==> config.mk <==
export PLATFORM = sky130hd
export DESIGN_NAME = fair_selector
export DESIGN_NICKNAME = d
export VERILOG_FILES = /design/src/rtl/fair_selector.sv
export SDC_FILE = /design/constraint.sdc
export NUM_CORES = 1
export LEC_CHECK = 0
export ABC_CLOCK_PERIOD_IN_PS = 2100
export BUFFER_PORTS_ARGS = -buffer_cell sky130_fd_sc_hd__buf_2
export CAP_MARGIN = 20
export CORE_UTILIZATION = 55
export CTS_CLUSTER_DIAMETER = 40
export DETAILED_ROUTE_END_ITERATION = 7
export GPL_TIMING_DRIVEN = 0
export PLACE_DENSITY_LB_ADDON = 0.3
export SKIP_LAST_GASP = 1
export SYNTH_ARGS = -nofsm -noshare
export SYNTH_HDL_FRONTEND = slang
export SYNTH_SLANG_ARGS = --single-unit
==> constraint.sdc <==
create_clock -name clock -period 2.1 [get_ports clock]
set_clock_uncertainty 0.1 [all_clocks]
set_input_delay 0.315 -clock clock [delete_from_list [all_inputs] [get_ports clock]]
set_output_delay 0.315 -clock clock [all_outputs]
set_load 0.005 [all_outputs]
==> src/rtl/fair_selector.sv <==
// Bounded-fair scheduler for the mutex models: follows choice/want_pause, but forces any
// process whose age reaches BOUND and caps pause runs at PMAX cycles.
module fair_selector #(
    parameter int HIPROC = 2,
    parameter int SELMSB = 1,
    parameter int BOUND  = 4,
    parameter int PMAX   = 3,
    parameter int CNTMSB = 2
) (
    input  logic              clock,
    input  logic              reset,
    input  logic [SELMSB:0]   choice,
    input  logic              want_pause,
    output logic [SELMSB:0]   select,
    output logic              pause,
    output logic              forced,
    output logic              round_done
);

    localparam int NPROC = HIPROC + 1;

    typedef logic [CNTMSB:0] cnt_t;
    typedef logic [SELMSB:0] sel_t;

    localparam cnt_t BOUND_V  = cnt_t'(BOUND);
    localparam cnt_t PMAX_V   = cnt_t'(PMAX);
    localparam cnt_t CNT_ONE  = cnt_t'(1);
    localparam sel_t HIPROC_V = sel_t'(HIPROC);

    cnt_t            age_q [NPROC];
    cnt_t            age_d [NPROC];
    cnt_t            pcnt_q, pcnt_d;
    logic [HIPROC:0] seen_q, seen_d;
    sel_t            select_q, select_d;
    logic            pause_q, pause_d;
    logic            forced_q, forced_d;
    logic            round_done_q, round_done_d;

    logic            found;
    logic [HIPROC:0] next_seen;

    always_comb begin
        select_d     = '0;
        forced_d     = 1'b0;
        found        = 1'b0;
        next_seen    = seen_q;
        seen_d       = seen_q;
        round_done_d = 1'b0;
        pause_d      = 1'b0;
        pcnt_d       = '0;

        // The age rule wins over choice; the lowest expired index goes first.
        for (int p = 0; p < NPROC; p++) begin
            if (!found && (age_q[p] >= BOUND_V)) begin
                found    = 1'b1;
                select_d = sel_t'(p);
                forced_d = 1'b1;
            end
        end
        if (!found) begin
            if (choice > HIPROC_V) begin
                select_d = '0;
            end else begin
                select_d = choice;
            end
        end

        for (int p = 0; p < NPROC; p++) begin
            age_d[p] = age_q[p];
            if (select_d == sel_t'(p)) begin
                age_d[p]     = '0;
                next_seen[p] = 1'b1;
            end else if (age_q[p] >= BOUND_V) begin
                age_d[p] = BOUND_V;
            end else begin
                age_d[p] = age_q[p] + CNT_ONE;
            end
        end

        // The selection that completes the mask is credited to the round it closes.
        if (&next_seen) begin
            round_done_d = 1'b1;
            seen_d       = '0;
        end else begin
            round_done_d = 1'b0;
            seen_d       = next_seen;
        end

        if (want_pause && (pcnt_q < PMAX_V)) begin
            pause_d = 1'b1;
            pcnt_d  = pcnt_q + CNT_ONE;
        end else begin
            pause_d = 1'b0;
            pcnt_d  = '0;
        end
    end

    always_ff @(posedge clock or posedge reset) begin
        if (reset) begin
            for (int p = 0; p < NPROC; p++) begin
                age_q[p] <= '0;
            end
            pcnt_q       <= '0;
            seen_q       <= '0;
            select_q     <= '0;
            pause_q      <= 1'b0;
            forced_q     <= 1'b0;
            round_done_q <= 1'b0;
        end else begin
            for (int p = 0; p < NPROC; p++) begin
                age_q[p] <= age_d[p];
            end
            pcnt_q       <= pcnt_d;
            seen_q       <= seen_d;
            select_q     <= select_d;
            pause_q      <= pause_d;
            forced_q     <= forced_d;
            round_done_q <= round_done_d;
        end
    end

    assign select     = select_q;
    assign pause      = pause_q;
    assign forced     = forced_q;
    assign round_done = round_done_q;

endmodule

# After elaboration in Yosys (flattened, before gate mapping)
# Cells that the tools add are included.
# totals
register_bits	20
inputBits	5
output_inout_bits	5
wordCells	47
# classes
add_sub_neg	4
n_lt_le_gt_ge	5
n_eq_ne	2
muxes	20
reduce_logical	7
# ops
cell	count
2-to-1 mux 3 bit	8
adder 3 x 1 -> 3 bit, second input constant	4
greater-or-equal comparator 3 bit, second input constant	3
2-to-1 mux 1 bit	9
2-to-1 mux 2 bit	3
logical AND 1 bit	3
< comparator 3 x 2 -> 1 bit, second input constant	1
AND reduction 3 bit	1
equality test 2 x 1 -> 1 bit, second input constant	1
equality test 2 bit, second input constant	1
> comparator 2 bit, second input constant	1
zero test 1 bit	2
zero test 2 bit	1

# Longest topological paths before layout
# logic_depth
depth_word	13
ltp_mapped	5
ltp_nobuf	5

# Worst setup path before layout
# Ideal clock, no wire load.
# synth_path
path_type	flip-flop to flip-flop
start	reg age_q[8] (netlist name)
end	reg seen_q[0]
setup_ns	0.121
arrival_time_ns	1.208
required_time_ns	1.879
slack_ns	0.671
path_stages_with_launch	5
n_path_buf	0
synth_period_minus_slack_ns	1.429
path_cell_list	dfrtp_1 -> nor4b_4 -> or3_1 -> o21ai_2 -> a22o_1
# synth_between
elab_chain_cells	13
elab_cells_between_ends	19
cone_classes	order compare: 1; eq/ne: 2; mux: 10; reduce/logical: 6
# synth_lines
element	line_no	source
from (decl)	30	cnt_t age_q [NPROC];
from (signal, indexed assignment)	111	age_q[p] <= age_d[p];
greater-or-equal comparator 3 bit (*)	54	if (!found && (age_q[p] >= BOUND_V)) begin
2-to-1 mux 1 bit (*)	54	
zero test 1 bit	54	
logical AND 1 bit	54	
2-to-1 mux 1 bit	54	
zero test 1 bit	54	
logical AND 1 bit	54	
2-to-1 mux 2 bit / 2-to-1 mux 1 bit (equally long branches)	54	
2-to-1 mux 2 bit (*)	60	if (!found) begin
equality test 2 x 1 -> 1 bit (tied with other cells)	70	if (select_d == sel_t'(p)) begin
2-to-1 mux 1 bit	70	
AND reduction 3 bit	81	if (&next_seen) begin
2-to-1 mux 3 bit (*)	81	
named net seen_d[0]	33	logic [HIPROC:0] seen_q, seen_d;
to (signal assigned)	114	seen_q <= seen_d;
to (decl)	33	
# Mark *: on every way through the listed nets, which the timed path passes. The rest lies on a longest branch.

# Worst setup path after layout
# Ends and elaborated chain as after synthesis.

==> results.sh <==
export IMPL_switching_share_pct=34.1
export IMPL_cp_data_required_time_ns=2.20
export IMPL_pre_cts_ws_ns=0.563
export IMPL_grt_max_degree=21
export IMPL_total_leakage_power_nw=0.501
export IMPL_drive_gt1_share_pct=23.5
export IMPL_synth_async_sr_flop_share_pct=100
export IMPL_critPathTopFamily="simple AND/OR/NAND/NOR gates"
export IMPL_power_share_clock_pct=16.8
export IMPL_worst_path_max_fanout=4
export IMPL_crit_path_cell_trace="nor4b_4 > or3_1 > o21ai_2 > a22o_1"
export IMPL_synth_net_count=84
export IMPL_io_pin_count=10
export IMPL_drt_antenna_violating_nets=0
export IMPL_class_of_the_most_critical_hold_timing_path="primary input to asynchronous set/reset pin"
export IMPL_cts_sinks=20
export IMPL_cts_hold_repair_buffers=0
export IMPL_via_per_inst=5.08
export IMPL_total_switching_power_w=0.000438
export IMPL_period_share_pct=73.0
export IMPL_number_of_global_route_vias_before_repair=489
export IMPL_tightest_slew_ns=0.706
export IMPL_max_freq_ghz=0.653
export IMPL_antenna_cells_inserted=0
export IMPL_firstDrtPassIters=4
export IMPL_placement_io_buffers=9
export IMPL_worst_ir_drop_vdd_mv=0.716
export IMPL_grtUsageTotal_pct=15.8
export IMPL_placeableCoreArea_sq_um=1380
export IMPL_globalplace_congestion=0.722
export IMPL_yosysWarningCount=0
export IMPL_post_cts_repair_setup_buffers=0
export IMPL_setup_violations_final=0
export IMPL_clkSlewWorstSetupHoldPaths_ns=0.11
export IMPL_post_synth_top_area_cell="sky130_fd_sc_hd__dfrtp_1"
export IMPL_timing_final_ws_setup_ns=0.568
export IMPL_postRouteWirelength_mm=1.10
export IMPL_drv_cap=0
export IMPL_synth_most_common_cell="sky130_fd_sc_hd__dfrtp_1"
export IMPL_drt_wirelength_per_cell_um=11.0
export IMPL_synth_enable_flop_cells=0
export IMPL_floorplan_die_height_um=41.5
export IMPL_synth_top_cells_by_count="20 x sky130_fd_sc_hd__dfrtp_1, 9 x sky130_fd_sc_hd__inv_1, 8 x sky130_fd_sc_hd__nor2_1"
export IMPL_postSynthCellCount=72
export IMPL_areaGrowthSynthToFinish_pct=11.7
export IMPL_status="finished, final reports clean"
export IMPL_timing_critical_path_buf_inv=0
export IMPL_post_route_util_pct=69.3
export IMPL_yosysSeqAreaShare_pct=58.3
export IMPL_synth_ff_latch_count=20
export IMPL_synth_area_top_cells="sky130_fd_sc_hd__dfrtp_1 58%, sky130_fd_sc_hd__ha_1 10%, sky130_fd_sc_hd__inv_1 3.9%, sky130_fd_sc_hd__nor2_1 3.5%, sky130_fd_sc_hd__and2_1 2.9%"
export IMPL_grt_setup_unrepaired="false"
export IMPL_top_flip_flop_cell_by_instance_count_after_synthesis="sky130_fd_sc_hd__dfrtp_1"
export IMPL_share_of_total_power_in_sequential_cells_pct=48.6
export IMPL_rows=13
export IMPL_worst_slew_margin_rel_pct=52.9
export IMPL_detailroute_via_count=508
export IMPL_grt_antenna_before_repair=0
export IMPL_tns_ns=0
export IMPL_syn_cell_area_sq_um=858
export IMPL_floorplan_die_width_um=41.5
export IMPL_fin_nets=98
export IMPL_period_needed_ns=1.53
export IMPL_buffer_type_at_the_clock_tree_root="sky130_fd_sc_hd__clkbuf_4"
export IMPL_cts_resized_gates=0
export IMPL_gr_total_overflow=0
export IMPL_post_synth_num_cell_types=22
export IMPL_cts_inserted_buffers=3
export IMPL_floorplan_die_area_sq_um=1720
export IMPL_endpoint_kind="flip-flop"
export IMPL_yosysTopAreaCellShare_pct=58.3
export IMPL_critPathLaunchType="flip-flop"
export IMPL_skew_pair_late_insertion_delay_ns=0.30
export IMPL_start_util_pct=62.1
export IMPL_ctsLongestPathBuffers=2
export IMPL_slowest_stage="sky130_fd_sc_hd__dfrtp_1"
export IMPL_average_cell_area_after_synthesis_sq_um=11.9
export IMPL_drt_iter0_markers=10
export IMPL_power_density_nw_per_um2=1340
export IMPL_cts_tree="built"
export IMPL_crit_path_max_incr_delay_ns=0.44
export IMPL_data_arrival_time_of_the_critical_path_ns=1.63
export IMPL_cellInternalPower_w=0.000845
export IMPL_post_dp_hpwl_um=835
export IMPL_grt_first_pass_wirelength_mm=2.02
export IMPL_route_detailed_drc=0
export IMPL_final_hold_viol_count=0
export IMPL_report_final_slew_viol_count=0
export IMPL_whs_ns=0.0103
export IMPL_setup_worst_path_class="flip-flop to flip-flop"
export IMPL_power_share_combinational_pct=34.6
export IMPL_htree_num_levels=1
## worst paths after layout
kind                                startpoint             endpoint  slack, ns  cells after the start
max                         age_q[8]$_DFF_PP0_  seen_q[0]$_DFF_PP0_       0.57                      4
min                                      reset   age_q[1]$_DFF_PP0_       0.01                      2
max reg2reg                 age_q[8]$_DFF_PP0_  seen_q[0]$_DFF_PP0_       0.57                      4
min reg2reg                pcnt_q[0]$_DFF_PP0_  pcnt_q[0]$_DFF_PP0_       0.37                      1
max in group asynchronous                reset   age_q[8]$_DFF_PP0_       1.44                      2
min in group clock                  want_pause  pcnt_q[0]$_DFF_PP0_       0.18                      3
## per-layer routing
metal | track usage (%) | part of all wire [%]
met1 | 21.5 | 49
met4 | 9.68 | 2.2
met5 | 0 | 0
met3 | 2.61 | 3.0
met2 | 23.8 | 45
## stage by stage
step / instance area, sq um / total power [W] / std cells
after floorplan: 858 / 0.000965 / 72
after global placement: 922 / 0.00106 / 96
after detailed placement: 922 / 0.00109 / 96
after CTS: 958 / 0.00131 / 100
after global routing: 958 / 0.00140 / 100
final: 958 / 0.00128 / 100
## power groups by stage
stage	clock network (W)	registers, W	logic (W)
3_5_place_dp	0	0.000633	0.000454
3_3_place_gp	0	0.000628	0.000434
5_1_grt	0.000239	0.000645	0.000515
6_report	0.000215	0.000624	0.000444
2_1_floorplan	0	0.000621	0.000344
4_1_cts	0.000227	0.000625	0.000459
## cells by family (layout without fill, tap and decap cells)
logic type | count (synthesis) | after routing | synth area share [%]
AOI/OAI and AO/OA | 9 | 9 | 8.02
adders and majority gates | 7 | 7 | 10.2
and+or+nand+nor | 25 | 25 | 17.9
DFF | 20 | 20 | 58.3
buffers and inverters | 11 | 24 | 5.54
## placed cells by master (no fill, tap or decap)
| cell type | count |
|---|---|
| sky130_fd_sc_hd__a221oi_2 | 1 |
| sky130_fd_sc_hd__a21oi_1 | 3 |
| sky130_fd_sc_hd__clkbuf_4 | 3 |
| sky130_fd_sc_hd__nor3_1 | 2 |
| sky130_fd_sc_hd__nor2b_1 | 2 |
| sky130_fd_sc_hd__o21ai_0 | 1 |
| sky130_fd_sc_hd__and2_1 | 4 |
| sky130_fd_sc_hd__a22o_1 | 1 |
| sky130_fd_sc_hd__nor3b_1 | 2 |
| sky130_fd_sc_hd__buf_4 | 1 |
| sky130_fd_sc_hd__inv_4 | 1 |
| sky130_fd_sc_hd__nor4b_4 | 1 |
| sky130_fd_sc_hd__clkbuf_8 | 1 |
| sky130_fd_sc_hd__or3_1 | 2 |
| sky130_fd_sc_hd__dfrtp_1 | 20 |
| sky130_fd_sc_hd__o21ai_2 | 1 |
| sky130_fd_sc_hd__inv_1 | 9 |
| sky130_fd_sc_hd__nor2_2 | 2 |
| sky130_fd_sc_hd__a2bb2oi_1 | 1 |
| sky130_fd_sc_hd__or2_1 | 1 |
| sky130_fd_sc_hd__nand2b_1 | 1 |
| sky130_fd_sc_hd__nor2_1 | 8 |
| sky130_fd_sc_hd__o21a_1 | 1 |
| sky130_fd_sc_hd__buf_2 | 9 |
| sky130_fd_sc_hd__ha_1 | 7 |
## state kept, by name, indices dropped and copies added, names as in the netlist
register and count:
age_q 9, pcnt_q 3, seen_q 3, select 2
forced 1, pause 1, round_done 1
## cell type report
class | instances | area (sq um)
Multi-Input combinational cell | 41 | 310
Clock buffer | 4 | 36.3
Tap cell | 15 | 18.8
Sequential cell | 20 | 500
Fill cell | 96 | 424
Timing Repair Buffer | 9 | 45.0
Buffer | 1 | 7.51
Inverter | 10 | 40.0
Power figures use the tool's default switching activity.
